File: src/rtl/pmem_arbiter_pkg.sv
// Shared types and default geometry for the icache/dcache to pmem arbiter.
package pmem_arbiter_pkg;
    localparam int ARB_ADDR_WIDTH  = 32;
    localparam int ARB_LINE_WIDTH  = 256;
    localparam int ARB_BURST_WIDTH = 64;
    localparam int ARB_BEATS       = ARB_LINE_WIDTH / ARB_BURST_WIDTH;

    typedef enum logic [2:0] {
        IDLE,
        I_READ,
        D_READ,
        D_WRITE,
        DONE
    } arb_state_t;

    typedef enum logic {
        INSTR,
        DATA
    } requester_t;

    function automatic requester_t other_requester(input requester_t r);
        return (r == INSTR) ? DATA : INSTR;
    endfunction
endpackage

File: src/rtl/pmem_arbiter.sv
// Round-robin arbiter sharing one 64-bit burst pmem port between the icache
// and dcache; runs 4-beat line bursts and pulses a one-cycle completion.
module pmem_arbiter
    import pmem_arbiter_pkg::*;
#(
    parameter int ADDR_WIDTH  = ARB_ADDR_WIDTH,
    parameter int LINE_WIDTH  = ARB_LINE_WIDTH,
    parameter int BURST_WIDTH = ARB_BURST_WIDTH
) (
    input  logic                   clk,
    input  logic                   rst,
    input  logic                   i_read,
    input  logic [ADDR_WIDTH-1:0]  i_address,
    output logic [LINE_WIDTH-1:0]  i_rdata,
    output logic                   i_resp,
    input  logic                   d_read,
    input  logic                   d_write,
    input  logic [ADDR_WIDTH-1:0]  d_address,
    input  logic [LINE_WIDTH-1:0]  d_wdata,
    output logic [LINE_WIDTH-1:0]  d_rdata,
    output logic                   d_resp,
    output logic                   pmem_read,
    output logic                   pmem_write,
    output logic [ADDR_WIDTH-1:0]  pmem_address,
    output logic [BURST_WIDTH-1:0] pmem_wdata,
    input  logic [BURST_WIDTH-1:0] pmem_rdata,
    input  logic                   pmem_resp
);

    localparam int BEATS = LINE_WIDTH / BURST_WIDTH;
    localparam int CNT_W = (BEATS > 1) ? $clog2(BEATS) : 1;
    localparam int OFF_W = $clog2(LINE_WIDTH / 8);
    localparam logic [CNT_W-1:0]      LAST_BEAT = CNT_W'(BEATS - 1);
    localparam logic [ADDR_WIDTH-1:0] LINE_MASK =
        {{(ADDR_WIDTH - OFF_W){1'b1}}, {OFF_W{1'b0}}};

    arb_state_t             state;
    arb_state_t             state_next;
    requester_t             last_grant;
    logic [CNT_W-1:0]       cnt;
    logic [ADDR_WIDTH-1:0]  base_addr;
    logic [LINE_WIDTH-1:0]  wline;
    logic [LINE_WIDTH-1:0]  buffer;
    logic [LINE_WIDTH-1:0]  buffer_merged;
    logic [LINE_WIDTH-1:0]  i_line;
    logic [LINE_WIDTH-1:0]  d_line;

    logic i_req;
    logic d_req;
    logic grant_d;
    logic bursting;
    logic beat;
    logic last_beat;

    always_comb begin
        i_req     = i_read;
        d_req     = d_read | d_write;
        // On a tie the requester not served last wins; after reset that is data.
        grant_d   = d_req && (!i_req || other_requester(last_grant) == DATA);
        bursting  = (state == I_READ) || (state == D_READ) || (state == D_WRITE);
        beat      = bursting && pmem_resp;
        last_beat = beat && (cnt == LAST_BEAT);
    end

    always_comb begin
        buffer_merged = buffer;
        buffer_merged[BURST_WIDTH*cnt +: BURST_WIDTH] = pmem_rdata;
    end

    always_comb begin
        state_next = state;
        case (state)
            IDLE: begin
                if (grant_d) begin
                    state_next = d_write ? D_WRITE : D_READ;
                end else if (i_req) begin
                    state_next = I_READ;
                end
            end
            I_READ, D_READ, D_WRITE: begin
                if (last_beat) begin
                    state_next = DONE;
                end
            end
            DONE:    state_next = IDLE;
            default: state_next = IDLE;
        endcase
    end

    always_ff @(posedge clk) begin
        if (rst) begin
            state      <= IDLE;
            last_grant <= INSTR;
            cnt        <= '0;
            base_addr  <= '0;
            wline      <= '0;
            buffer     <= '0;
            i_line     <= '0;
            d_line     <= '0;
        end else begin
            state <= state_next;

            if (state == IDLE && (i_req || d_req)) begin
                last_grant <= grant_d ? DATA : INSTR;
                base_addr  <= (grant_d ? d_address : i_address) & LINE_MASK;
                if (grant_d && d_write) begin
                    wline <= d_wdata;
                end
            end

            if (beat) begin
                cnt <= last_beat ? '0 : cnt + CNT_W'(1);
                if (state != D_WRITE) begin
                    buffer <= buffer_merged;
                end
            end

            // The completed line is published as the last beat lands so it is
            // already visible during the DONE cycle.
            if (last_beat && state == I_READ) begin
                i_line <= buffer_merged;
            end
            if (last_beat && state == D_READ) begin
                d_line <= buffer_merged;
            end
        end
    end

    always_comb begin
        pmem_read    = (state == I_READ) || (state == D_READ);
        pmem_write   = (state == D_WRITE);
        pmem_address = bursting ? base_addr : '0;
        pmem_wdata   = pmem_write ? wline[BURST_WIDTH*cnt +: BURST_WIDTH] : '0;
        i_resp       = (state == DONE) && (last_grant == INSTR);
        d_resp       = (state == DONE) && (last_grant == DATA);
        i_rdata      = i_line;
        d_rdata      = d_line;
    end

endmodule

File: config.mk
export PLATFORM = sky130hd
export DESIGN_NAME = pmem_arbiter
export DESIGN_NICKNAME = d
export VERILOG_FILES = /design/src/rtl/pmem_arbiter_pkg.sv /design/src/rtl/pmem_arbiter.sv
export SDC_FILE = /design/constraint.sdc
export NUM_CORES = 2
export LEC_CHECK = 0
export BUFFER_PORTS_ARGS = -buffer_cell sky130_fd_sc_hd__buf_2
export CAP_MARGIN = 20
export CORE_AREA = 2 2 390 392
export DETAILED_ROUTE_END_ITERATION = 8
export DIE_AREA = 0 0 392 394
export PLACE_DENSITY = 0.44
export SYNTH_ARGS = -nofsm -noshare
export SYNTH_HDL_FRONTEND = slang
export SYNTH_SLANG_ARGS = --single-unit
File: constraint.sdc
create_clock -name clk -period 3.3 [get_ports clk]
set_input_delay 0.33 -clock clk [delete_from_list [all_inputs] [get_ports clk]]
set_output_delay 0.33 -clock clk [all_outputs]
set_load 0.01 [all_outputs]
==> reports/metrics.cfg <==
[worst_hold_path]
min_path_type = in2reg
whs_path_depth = 3
hold_start = d_wdata[53]
hold_end = wline[53]

[global_routing]
antenna_found_initial = 34
grt_pass1_wl_mm = 295
grt_pass1_vias = 40800
grt_use_total = 0.255
grt_max_degree = 186
overflow = 0

[timing]
period_minus_slack_ns = 3.20
min_period_over_period = 0.971
rsz0062_at_grt = false
skew_ns = 0.0571
tightest_slew_ns = 1.27
fin_tns_setup_ns = 0
whs_ns = 0.0332
finalSetupViolCount = 0
final.setup.worst_slack_ns = 0.0965
drv_slew = 0
hold_violations = 0
max_slew_margin = 0.153
max_freq_mhz = 312

[pwr]
vdd_drop_max_uv = 417
p_sw_w = 0.00915
leakage_nw = 21.6
powerDensity_nw_per_um2 = 552
p_sw_frac = 0.293
clkPwrFrac = 0.434
seqPwrFrac = 0.405
p_int_w = 0.0220
p_comb_frac = 0.160

[final_layout]
layout_commonest_cell = dfxtp_1
n_fill_cell = 15500
regArea_um2 = 19900
final_nets = 6057
instances_no_fill = 7807
multi_input_comb_area_um2 = 19900
most-common-layout-cells = dfxtp_1 (990), buf_2 (985), a21oi_1 (798), nand3_1 (513), o21ai_0 (386)
utilization = 0.375
drive_above_1_share = 0.239
area_growth_pct = 34.3

[floorplanning]
core_area_um2 = 151000
die_h_um = 394
initial_core_util = 0.279
die_width_um = 392
die-area_um2 = 154000
pin_count = 1002
rows = 143

[logic_synthesis]
async_reset_ff_frac = 0
synthTopCellsByArea = dfxtp_1 (47%), a21oi_1 (9.5%), nand3_1 (6.1%)
synth_area_um2 = 42100
seq_area_frac_synth = 0.472
syn_avg_cell_area_um2 = 9.03
synth_top_area_share = 0.472
ys_seq_elements = 993
synth_cells = 4661
synth.distinct_cells = 48
yosys_warnings = 0
synth-edff-count = 0
ys.flop_type = dfxtp_1
yosysTopAreaCell = dfxtp_1

[worst_setup_path]
crit_path_max_fanout = 66
r2r-start = state[0]
reg2reg_depth = 6
cp_top_family = flip-flops
r2r_setup_slack_ns = 0.51
r2r_end = base_addr[6]
critPathCaptureType = output port
crit_buf_inv = 2
cp.required_ns = 2.97
path_cells = nor2b_4 -> buf_12 -> and3_1 -> buf_2
worstPathArrival_ns = 2.87
cp-start-kind = register
critPathMaxStageDelay_ns = 0.92
worst_path_max_delay_cell = dfxtp_1
worstSetupPathType = reg2out

[detailed_routing]
drtAntennaViolNets = 0
drc = 0
first_pass_iters = 5
wirelength_mm = 207
drt_iter0_drc = 3165
dr_total_vias = 42600
viasPerCell = 5.46
wl_per_cell_um = 26.5

[clock_network]
clk_latency_ns = 0.75
htreeDepth = 3
cts_sinks = 993
cts_buffers = 115
cts_root_buf = clkbuf_16
cts_tree = done
path_clk_slew_ns = 0.06
cts_max_path_buffers = 3

[outcome]
status = complete, no violations

[job]
maxCapViolCount = 0

[place]
place_ws_ns = 0.626
hpwl_mm = 137
portBuffers = 986
place_inst = 7202
place_congestion = 0.899

[sequential cells by signal, summed over array words and instances, names as in the netlist]
name        flops
base_addr      27
cnt             2
d_rdata       256
wline         256
last_grant      1
buffer        192
state           3
i_rdata       256
[worst max-delay path by stage]
stage	endpoint	from	cells after the start	slack (ns)
2_1_floorplan	i_rdata[100]	cnt[1]	9	0.67
3_3_place_gp	i_rdata[155]	state[0]	4	0.63
3_5_place_dp	i_rdata[33]	state[0]	4	0.63
4_1_cts	pmem_wdata[6]	state[1]	4	0.05
5_1_grt	pmem_wdata[27]	state[0]	4	0.0009
6_report	pmem_wdata[27]	state[0]	4	0.1
[cells in the mapped netlist (2+ instances only)]
cell,n
buf_6,12
or3_1,2
a22o_1,128
and2_1,30
nand2b_1,193
nor4bb_1,66
o21ba_2,2
buf_4,17
mux2i_1,64
nand2_1,121
nand4_1,2
and3_1,65
nor4b_1,2
mux4_2,64
buf_2,139
inv_1,7
nor4_4,2
o21ai_0,386
a211oi_1,128
a31oi_1,65
ha_1,5
nor2_1,4
dfxtp_1,993
a21oi_1,798
nor2b_1,132
nand3_1,514
buf_1,22
a311oi_1,283
clkbuf_1,396
[layout make-up]
cell class | instances | area share
Sequential cell | 993 | 0.352
Multi-Input combinational cell | 3079 | 0.352
Timing Repair Buffer | 1466 | 0.179
Clock buffer | 178 | 0.0615
Tap cell | 2030 | 0.0449
Clock inverter | 35 | 0.00974
Antenna cell | 19 | 0.000841
Inverter | 7 | 0.000598
[cells by family after synthesis]
logic type | after synthesis | synth area share
other | 1 | 0.0000891
AND/OR/NAND/NOR | 1140 | 0.154
buffers and inverters | 593 | 0.0607
multiplexers | 128 | 0.0495
AO/OA/AOI/OAI | 1799 | 0.261
flip-flops | 993 | 0.472
XOR/XNOR | 2 | 0.000773
adder cells (fa/ha/maj) | 5 | 0.00149
[worst min-delay path, stage by stage]
cell,delay [ns]
buf_2,0.11
nand3_1,0.16
a21oi_1,0.09
[routing by layer]
layer  global-route usage  up-vias  routed length [um]  part of all wire
li1                     -    19400                   -                 -
met1                0.341    21100               90800              0.44
met2                0.391     1727               90800              0.44
met3               0.0580      350               15500             0.075
met4                0.112        2                9520             0.046
met5                    0        -                  14          0.000068
[repair_timing]
action                     CTS  global route
hold buffers               373             0
resized for setup            1             1
hold endpoints to repair   464             0
setup buffers                0             0
setup endpoints to repair    1             1
[through the flow]
| stage | cell area, um2 | power, W |
|---|---|---|
| floorplan | 42100 | 0.0156 |
| global placement | 48700 | 0.0174 |
| detailed placement | 48700 | 0.0175 |
| CTS | 56500 | 0.0314 |
| global route | 56500 | 0.0323 |
| finish | 56500 | 0.0312 |
[power by group through the flow]
stage	clock, W	combinational (W)	sequential (W)
after global placement	0	0.00455	0.0129
after CTS	0.0138	0.00499	0.0126
after detailed placement	0	0.00455	0.0129
after floorplan	0	0.00283	0.0128
final	0.0135	0.00501	0.0126
after global routing	0.0143	0.00534	0.0127
Power figures use the tool's default switching activity.
